[src/rtl/id_ex_pkg.sv]
// Shared ID/EX definitions: forwarding select codes and width defaults.
// The select encoding is also used by the forwarding/hazard unit.
package id_ex_pkg;

    // Operand source selects driven by the forwarding unit
    localparam int IDSEL  = 0;
    localparam int EXSEL  = 1;
    localparam int MEMSEL = 2;
    localparam int WBSEL  = 3;

    // Width defaults
    localparam int DATA_W  = 16;
    localparam int RF_W    = 3;
    localparam int FSEL_W  = 2;
    localparam int ALUOP_W = 3;
    localparam int CNT_W   = 16;

endpackage

[src/rtl/operand_fwd_mux.sv]
// 4:1 operand forwarding mux: picks ID, EX, MEM or WB data.
// Ports: i_sel select, i_id/i_ex/i_mem/i_wb sources, o_data result.
module operand_fwd_mux
    import id_ex_pkg::*;
#(
    parameter int DataW = DATA_W,
    parameter int SelW  = FSEL_W
) (
    input  logic [SelW-1:0]  i_sel,
    input  logic [DataW-1:0] i_id,
    input  logic [DataW-1:0] i_ex,
    input  logic [DataW-1:0] i_mem,
    input  logic [DataW-1:0] i_wb,
    output logic [DataW-1:0] o_data
);

    always_comb begin
        o_data = i_id;
        case (i_sel)
            SelW'(IDSEL):  o_data = i_id;
            SelW'(EXSEL):  o_data = i_ex;
            SelW'(MEMSEL): o_data = i_mem;
            SelW'(WBSEL):  o_data = i_wb;
            default:       o_data = i_id;
        endcase
    end

endmodule

[src/rtl/id_ex_stage.sv]
// ID/EX pipeline register with operand forwarding and bubble insertion.
// Ports: clk/rst(sync, active-low), freeze/flush/stall controls,
//   selOp1/selOp2 + id/ex/mem/wb data in, id* decoded fields in,
//   ex* registered fields out, isLoadInEx, saturating bubbleCount.
module id_ex_stage
    import id_ex_pkg::*;
#(
    parameter int dataWidth         = DATA_W,
    parameter int rfWidth           = RF_W,
    parameter int opForwardSelWidth = FSEL_W,
    parameter int aluOpWidth        = ALUOP_W,
    parameter int cntWidth          = CNT_W
) (
    input  logic                         clk,
    input  logic                         rst,
    input  logic                         freeze,
    input  logic                         flush,
    input  logic                         stall,
    input  logic [opForwardSelWidth-1:0] selOp1,
    input  logic [opForwardSelWidth-1:0] selOp2,
    input  logic [dataWidth-1:0]         idOp1Data,
    input  logic [dataWidth-1:0]         idOp2Data,
    input  logic [dataWidth-1:0]         exFwdData,
    input  logic [dataWidth-1:0]         memFwdData,
    input  logic [dataWidth-1:0]         wbFwdData,
    input  logic [dataWidth-1:0]         idImm,
    input  logic                         idUseImm,
    input  logic                         idWriteEn,
    input  logic                         idIsLoad,
    input  logic                         idMemWrite,
    input  logic                         idValid,
    input  logic [rfWidth-1:0]           idRfWriteAddr,
    input  logic [aluOpWidth-1:0]        idAluOp,
    output logic [dataWidth-1:0]         exOp1,
    output logic [dataWidth-1:0]         exOp2,
    output logic [dataWidth-1:0]         exImm,
    output logic                         exUseImm,
    output logic                         exWriteEn,
    output logic                         exIsLoad,
    output logic                         exMemWrite,
    output logic                         exValid,
    output logic [rfWidth-1:0]           exRfWriteAddr,
    output logic [aluOpWidth-1:0]        exAluOp,
    output logic                         isLoadInEx,
    output logic [cntWidth-1:0]          bubbleCount
);

    logic [dataWidth-1:0]  w_fwdOp1;
    logic [dataWidth-1:0]  w_fwdOp2;
    logic                  w_bubble;
    logic                  w_count;

    logic [dataWidth-1:0]  r_op1;
    logic [dataWidth-1:0]  r_op2;
    logic [dataWidth-1:0]  r_imm;
    logic                  r_useImm;
    logic                  r_writeEn;
    logic                  r_isLoad;
    logic                  r_memWrite;
    logic                  r_valid;
    logic [rfWidth-1:0]    r_rfWriteAddr;
    logic [aluOpWidth-1:0] r_aluOp;
    logic [cntWidth-1:0]   r_bubbleCount;

    operand_fwd_mux #(
        .DataW (dataWidth),
        .SelW  (opForwardSelWidth)
    ) u_mux_op1 (
        .i_sel  (selOp1),
        .i_id   (idOp1Data),
        .i_ex   (exFwdData),
        .i_mem  (memFwdData),
        .i_wb   (wbFwdData),
        .o_data (w_fwdOp1)
    );

    operand_fwd_mux #(
        .DataW (dataWidth),
        .SelW  (opForwardSelWidth)
    ) u_mux_op2 (
        .i_sel  (selOp2),
        .i_id   (idOp2Data),
        .i_ex   (exFwdData),
        .i_mem  (memFwdData),
        .i_wb   (wbFwdData),
        .o_data (w_fwdOp2)
    );

    // Flush outranks stall, so a simultaneous flush takes no count
    assign w_bubble = flush | stall;
    assign w_count  = ~flush & stall & (r_bubbleCount != '1);

    always_ff @(posedge clk) begin
        if (!rst) begin
            r_op1         <= '0;
            r_op2         <= '0;
            r_imm         <= '0;
            r_useImm      <= 1'b0;
            r_writeEn     <= 1'b0;
            r_isLoad      <= 1'b0;
            r_memWrite    <= 1'b0;
            r_valid       <= 1'b0;
            r_rfWriteAddr <= '0;
            r_aluOp       <= '0;
            r_bubbleCount <= '0;
        end else if (!freeze) begin
            if (w_bubble) begin
                r_op1         <= '0;
                r_op2         <= '0;
                r_imm         <= '0;
                r_useImm      <= 1'b0;
                r_writeEn     <= 1'b0;
                r_isLoad      <= 1'b0;
                r_memWrite    <= 1'b0;
                r_valid       <= 1'b0;
                r_rfWriteAddr <= '0;
                r_aluOp       <= '0;
            end else begin
                r_op1         <= w_fwdOp1;
                r_op2         <= w_fwdOp2;
                r_imm         <= idImm;
                r_useImm      <= idUseImm;
                // Side-effecting controls only survive for valid instructions
                r_writeEn     <= idWriteEn & idValid;
                r_isLoad      <= idIsLoad & idValid;
                r_memWrite    <= idMemWrite & idValid;
                r_valid       <= idValid;
                r_rfWriteAddr <= idRfWriteAddr;
                r_aluOp       <= idAluOp;
            end
            if (w_count) begin
                r_bubbleCount <= r_bubbleCount + 1'b1;
            end
        end
    end

    assign exOp1         = r_op1;
    assign exOp2         = r_op2;
    assign exImm         = r_imm;
    assign exUseImm      = r_useImm;
    assign exWriteEn     = r_writeEn;
    assign exIsLoad      = r_isLoad;
    assign exMemWrite    = r_memWrite;
    assign exValid       = r_valid;
    assign exRfWriteAddr = r_rfWriteAddr;
    assign exAluOp       = r_aluOp;
    assign bubbleCount   = r_bubbleCount;

    // Registered-only path so the hazard unit sees no loop through us
    assign isLoadInEx    = r_isLoad & r_valid;

endmodule

[config.mk]
export PLATFORM = sky130hd
export DESIGN_NAME = id_ex_stage
export DESIGN_NICKNAME = d
export VERILOG_FILES = /design/src/rtl/id_ex_pkg.sv /design/src/rtl/operand_fwd_mux.sv /design/src/rtl/id_ex_stage.sv
export SDC_FILE = /design/constraint.sdc
export NUM_CORES = 1
export LEC_CHECK = 0
export ABC_AREA = 0
export CORE_UTILIZATION = 39
export DETAILED_ROUTE_END_ITERATION = 6
export PLACE_DENSITY = 0.8
export SYNTH_ARGS = -nofsm -noshare
export SYNTH_HDL_FRONTEND = slang
export SYNTH_SLANG_ARGS = --single-unit
[constraint.sdc]
create_clock -name clk -period 2.15 [get_ports clk]
set_input_delay 0.43 -clock clk [delete_from_list [all_inputs] [get_ports clk]]
set_output_delay 0.43 -clock clk [all_outputs]
set_load 0.01 [all_outputs]
==> metrics.txt, run 1 <==
Final ANT Viol Nets=0; Ports=between 150 and 200; Slew headroom=between 70 and 80%; largest stage delay on the critical path=600 ps; Yosys reg bits=75; worst r2r path cells=5; worst path buffer plus inverter count=1; largest net degree at the start of global routing=60; outcome=finished, final reports clean; post-route insts no fill=about 630; Worst R2R Setup Slack=370 ps; Layout Nets=roughly 640; Setup Fix Bufs, Post-CTS=0; critical path class=reg -> out; MaxCap Viol Count=0; antenna violations before repair=0; Post-Route Skew=a little over 9 ps; Avg Synthesized Cell Area=~11 µm²; Synth Warn #=0; Inserted Clock Buffers=9; Filler cells=between 600 and 700; Root Driver=clkbuf_8; Max Fanout on Critical Path=8; # setup viols final=0; H-tree Lvls=3; Area Growth Syn to Fin=63.7%; Cell Area, Synth=approximately 3600 µm²; global-route wire length before repair=about 17000 µm; cell row count=34; clock sink total=between 70 and 80; WP data required=~1700 ps; worst setup margin=around 340 ps; initial DRC count=134; hold-fix buffers at CTS=0; Lkg Pwr=2.03 nW; number of flops mapped to enable cells by yosys=0; CTS Buffer Depth=2; highest-delay cell along the critical path=clkdlybuf4s50_1; prevailing post-synth register cell=dfxtp_1; CP Launch Type=flop; number of stages on the worst setup path=1; Async SR Flop Fraction=0%; Place WS=approximately 88 ps; DPL Wire Length=8170 µm; crit end category=output port; Die ar.=9510 µm²; DRC errors left=0; Peak Freq=551 MHz; Worst VDD drop=between 300 and 400 µV; worst hold path class=reg -> reg; Placed Cells=616; worst-path cell chain=clkdlybuf4s50_1; DR pass1 iterations=5; cell count after synthesis=334; die height=97.5 µm; Crit path max-delay family=buffers and inverters; setup TNS=0 ps; Synthesized Nets=around 450; core area=a little under 9000 µm²; routability cong.=0.907; drt wl/cell=16.8 µm; Vias=~3500; actual slew at the worst max-slew pin=372 ps; Seq/Total Area, Yosys=between 40% and 50%; pwr dens=548 nW/µm²; Clock Latency Late Sink=340 ps; Final Slew Violations=0; total grt overflow=0; clk slew on worst S/H paths=~70 ps; detailed-route wire length=around 11000 µm; final hold vios=0; PortBufs=191; initial core utilization=approximately 40%; # resized after CTS=0; layout cell share with drive strength beyond 1=between 10% and 20%; number of global-route vias before repair=between 3000 and 4000; Die Span X=about 98 µm; CTS tree=built; hold-critical path depth=2; RSZ-0062 raised after global routing=no; Period Utilization, post-route=a little over four fifths; drt via density=roughly 5.5; Total GRT Usage=22.7%; WP data arrival=roughly 1400 ps; Min Clock Period, post-route=around 1800 ps; ant diodes=0; Finished Cell Area=between 5000 and 6000 µm²; Placement Cell Area=5610 µm²; Netlist cell types=around 40
## metal layers
| layer | vias up | wire, µm | part of all wire (%) | global-route usage (%) |
|---|---|---|---|---|
| met2 | 153 | 5410 | 51 | 39.8 |
| met4 | 0 | 265 | 2.5 | 8.71 |
| met5 | - | 0 | 0 | 0 |
| met1 | 1646 | 4070 | 38 | 26.0 |
| met3 | 22 | 862 | 8.1 | 6.62 |
| li1 | 1657 | - | - | - |
## per-stage QoR
| step | hold WS, ps | util (%) | total power (W) |
|---|---|---|---|
| after floorplan | 515 | - | 0.00171 |
| after global placement | 469 | 64.0 | 0.00203 |
| after detailed placement | 492 | 64.0 | 0.00205 |
| after CTS | 514 | 66.4 | 0.00323 |
| after global routing | 547 | 66.4 | 0.00333 |
| final | 507 | 66.4 | 0.00319 |
## synthesized netlist by cell type (2+ instances only)
cell	number	area (µm²)
o31ai_1	3	22.5
and4_1	4	35.0
a21oi_1	9	45.0
nand3_1	3	15.0
mux2i_1	4	40.0
nor2_1	61	229
a22oi_1	56	420
mux4_2	32	721
buf_2	4	20.0
or4_1	3	22.5
a32oi_1	3	26.3
clkbuf_1	21	78.8
nand2b_1	2	12.5
o21ai_0	7	35.0
nand4_1	7	43.8
buf_4	2	15.0
or3_1	6	37.5
nand2_1	9	33.8
nor3_1	2	10.0
dfxtp_1	75	1500
## where the power goes
part | internal (W) | total, W | switching (W)
Sequential | 0.00142 | 0.00144 | 0.0000173
Combinational | 0.000375 | 0.000577 | 0.000202
Clock | 0.000675 | 0.00118 | 0.000502
Total | 0.00247 | 0.00319 | 0.000721
## state kept, by name, indices dropped and copies added (netlist names), 3 cells and up
register and flops:
exAluOp 3, exOp2 16, bubbleCount 16, exOp1 16
exRfWriteAddr 3, exImm 16
## cells by family after synthesis
logic type / after synthesis / synth area share (%)
AOI/OAI and AO/OA: 83 / 16.6
adders and majority gates: 1 / 0.352
buffers and inverters: 32 / 3.97
DFF: 75 / 42.2
muxes: 36 / 21.4
and+or+nand+nor: 107 / 15.4
## placed cells by master, fill, tap and decap left out, types with 3 or more instances in the layout
cell type and count:
nand3_1 3, clkbuf_8 10, dfxtp_1 75, mux4_2 32, o31ai_1 3, mux2i_1 4, or4_1 3, a22oi_1 56
nand2_1 9, nor2_1 61, a21oi_1 9, buf_12 3, and4_1 4, o21ai_0 7, nand4_1 7, buf_4 10
a32oi_1 3, or3_1 6, clkdlybuf4s50_1 190
## area by class of cell
| class | count | area, µm² | share of cell area (%) |
|---|---|---|---|
| Timing Repair Buffer | 204 | 2040 | 35.1 |
| Inverter | 2 | 7.51 | 0.129 |
| Clock inverter | 5 | 77.6 | 1.33 |
| Tap cell | 108 | 135 | 2.32 |
| Multi-Input combinational cell | 227 | 1920 | 33.0 |
| Clock buffer | 10 | 138 | 2.36 |
| Sequential cell | 75 | 1500 | 25.8 |
## path summary, 6_finish.rpt
kind,start,to
worst max register to register,bubbleCount[0]$_SDFFE_PN0P_,bubbleCount[10]$_SDFFE_PN0P_
worst max-delay path,bubbleCount[8]$_SDFFE_PN0P_,bubbleCount[8]
worst min register to register,exWriteEn$_SDFFE_PN0N_,exWriteEn$_SDFFE_PN0N_
worst min-delay path,exWriteEn$_SDFFE_PN0N_,exWriteEn$_SDFFE_PN0N_
No activity file was read; power rests on OpenSTA's default activity.
==> run 2, diff against run 1 <==
==> constraint.sdc (replaced) <==
create_clock -name clk -period 1.84 [get_ports clk]
set_input_delay 0.368 -clock clk [delete_from_list [all_inputs] [get_ports clk]]
set_output_delay 0.368 -clock clk [all_outputs]
set_load 0.01 [all_outputs]
==> metrics.txt, run 2 (synthesized netlist as in run 1, its figures left out) <==
outcome=finished, final reports clean; Place WS=-201 ps; CTS Buffer Depth=2; Finished Cell Area=~6000 µm²; Clock Latency Late Sink=340 ps; Peak Freq=approximately 570 MHz; final hold vios=0; number of stages on the worst setup path=1; Final ANT Viol Nets=0; initial core utilization=40.6%; Filler cells=670; most frequent cells in the layout=clkdlybuf4s50_1, dfxtp_1, nor2_1; Period Utilization, post-route=roughly 96%; highest-delay cell along the critical path=clkdlybuf4s50_1; crit path capture=bubbleCount[9]; PortBufs=around 190; Vias=3522; pwr dens=between 600 and 700 nW/µm²; antenna violations before repair=0; critical path class=reg -> out; Inserted Clock Buffers=9; Die Span X=a little under 100 µm; cell row count=34; Area Growth Syn to Fin=67.5%; most common cell after layout, fill and taps aside=clkdlybuf4s50_1; Pwr Total=0.00396 W; WP data arrival=~1400 ps; RSZ-0062 raised after global routing=no; CTS tree=built; routability cong.=about 0.86; worst setup margin=about 77 ps; Worst R2R Setup Slack=190 ps; # setup viols final=0; Worst VDD drop=between 400 and 500 µV; Final Slew Violations=0; detailed-route wire length=10600 µm; worst path buffer plus inverter count=1; Ports=around 190; DPL Wire Length=8300 µm; MaxCap Viol Count=0; multi-input logic area=around 1900 µm²; drt wl/cell=between 15 and 20 µm; CP Launch Type=flop; Storage cell area=~1500 µm²; worst hold path class=reg -> reg; die height=97.5 µm; WP data required=around 1500 ps; RR Endpoint=bubbleCount[5]$_SDFFE_PN0P_; Lkg Pwr=approximately 2.1 nW; Layout Nets=roughly 640; setup TNS=0 ps; largest net degree at the start of global routing=44; layout cell share with drive strength beyond 1=between 10% and 20%; largest stage delay on the critical path=slightly below 600 ps; DRC errors left=0; crit end category=output port; Post-Route Skew=between 10 and 15 ps; initial DRC count=94; Crit path max-delay family=buffers and inverters; Total GRT Usage=between 20 and 25%; Min Clock Period, post-route=between 1500 and 2000 ps; core area=8760 µm²; Max Fanout on Critical Path=7; DR pass1 iterations=4; Critical Path Start=bubbleCount[9]$_SDFFE_PN0P_; number of global-route vias before repair=3498; drt via density=5.52; worst r2r path cells=6; ant diodes=0; final hold slack=roughly 500 ps; worst-path cell chain=clkdlybuf4s50_1; Die ar.=9510 µm²; H-tree Lvls=3; clock sink total=75; hold path start=exWriteEn$_SDFFE_PN0N_; clk slew on worst S/H paths=about 90 ps; Critical R2R Launch=bubbleCount[0]$_SDFFE_PN0P_; Root Driver=clkbuf_8; Slew headroom=between 70 and 80%; actual slew at the worst max-slew pin=345 ps; Placement Cell Area=about 5700 µm²; global-route wire length before repair=17000 µm; total grt overflow=0
==> run 2: worst min-delay path by stage <==
stage / to / slack (ps) / depth (start not counted)
2_1_floorplan: exAluOp[0]$_SDFFE_PN0N_ / 510 / 2
3_3_place_gp: exWriteEn$_SDFFE_PN0N_ / 470 / 2
3_5_place_dp: exMemWrite$_SDFFE_PN0N_ / 480 / 2
4_1_cts: exWriteEn$_SDFFE_PN0N_ / 510 / 2
5_1_grt: exOp2[0]$_SDFFE_PN0N_ / 540 / 2
6_report: exWriteEn$_SDFFE_PN0N_ / 500 / 2
==> run 2: metrics by stage <==
stage | std cells | utilization, %
2_1_floorplan | 334 | -
3_3_place_gp | 621 | 65.0
3_5_place_dp | 621 | 65.0
4_1_cts | 637 | 67.9
5_1_grt | 638 | 68.0
6_report | 638 | 68.0
==> run 2: what timing repair did <==
item	in CTS	in global routing
setup buffers	0	1
gates resized for setup	0	1
hold buffers	0	0
endpoints found under the setup margin	0	2
==> run 2: where the power goes <==
| part | leakage [nW] | internal, W | switching, W |
|---|---|---|---|
| Sequential | 0.608 | 0.00166 | 0.0000189 |
| Combinational | 1.37 | 0.000452 | 0.000243 |
| Clock | 0.129 | 0.000957 | 0.000632 |
==> run 2: final cells by class <==
type,instances,area share (%)
repair buffers,210,35.9
flip-flops and latches,75,25.2
well taps,108,2.27
inverters,2,0.126
clock buffers,10,2.31
multi-input cells,227,32.2
clock inverters,6,1.99
==> run 2: metal layers <==
layer  wire [µm]  part of all wire, %  global-route usage, %
met5           0                    0                      0
met2        5390                   51                   39.1
met1        4130                   39                   25.7
met4         227                  2.1                   8.03
met3         870                  8.2                   6.19
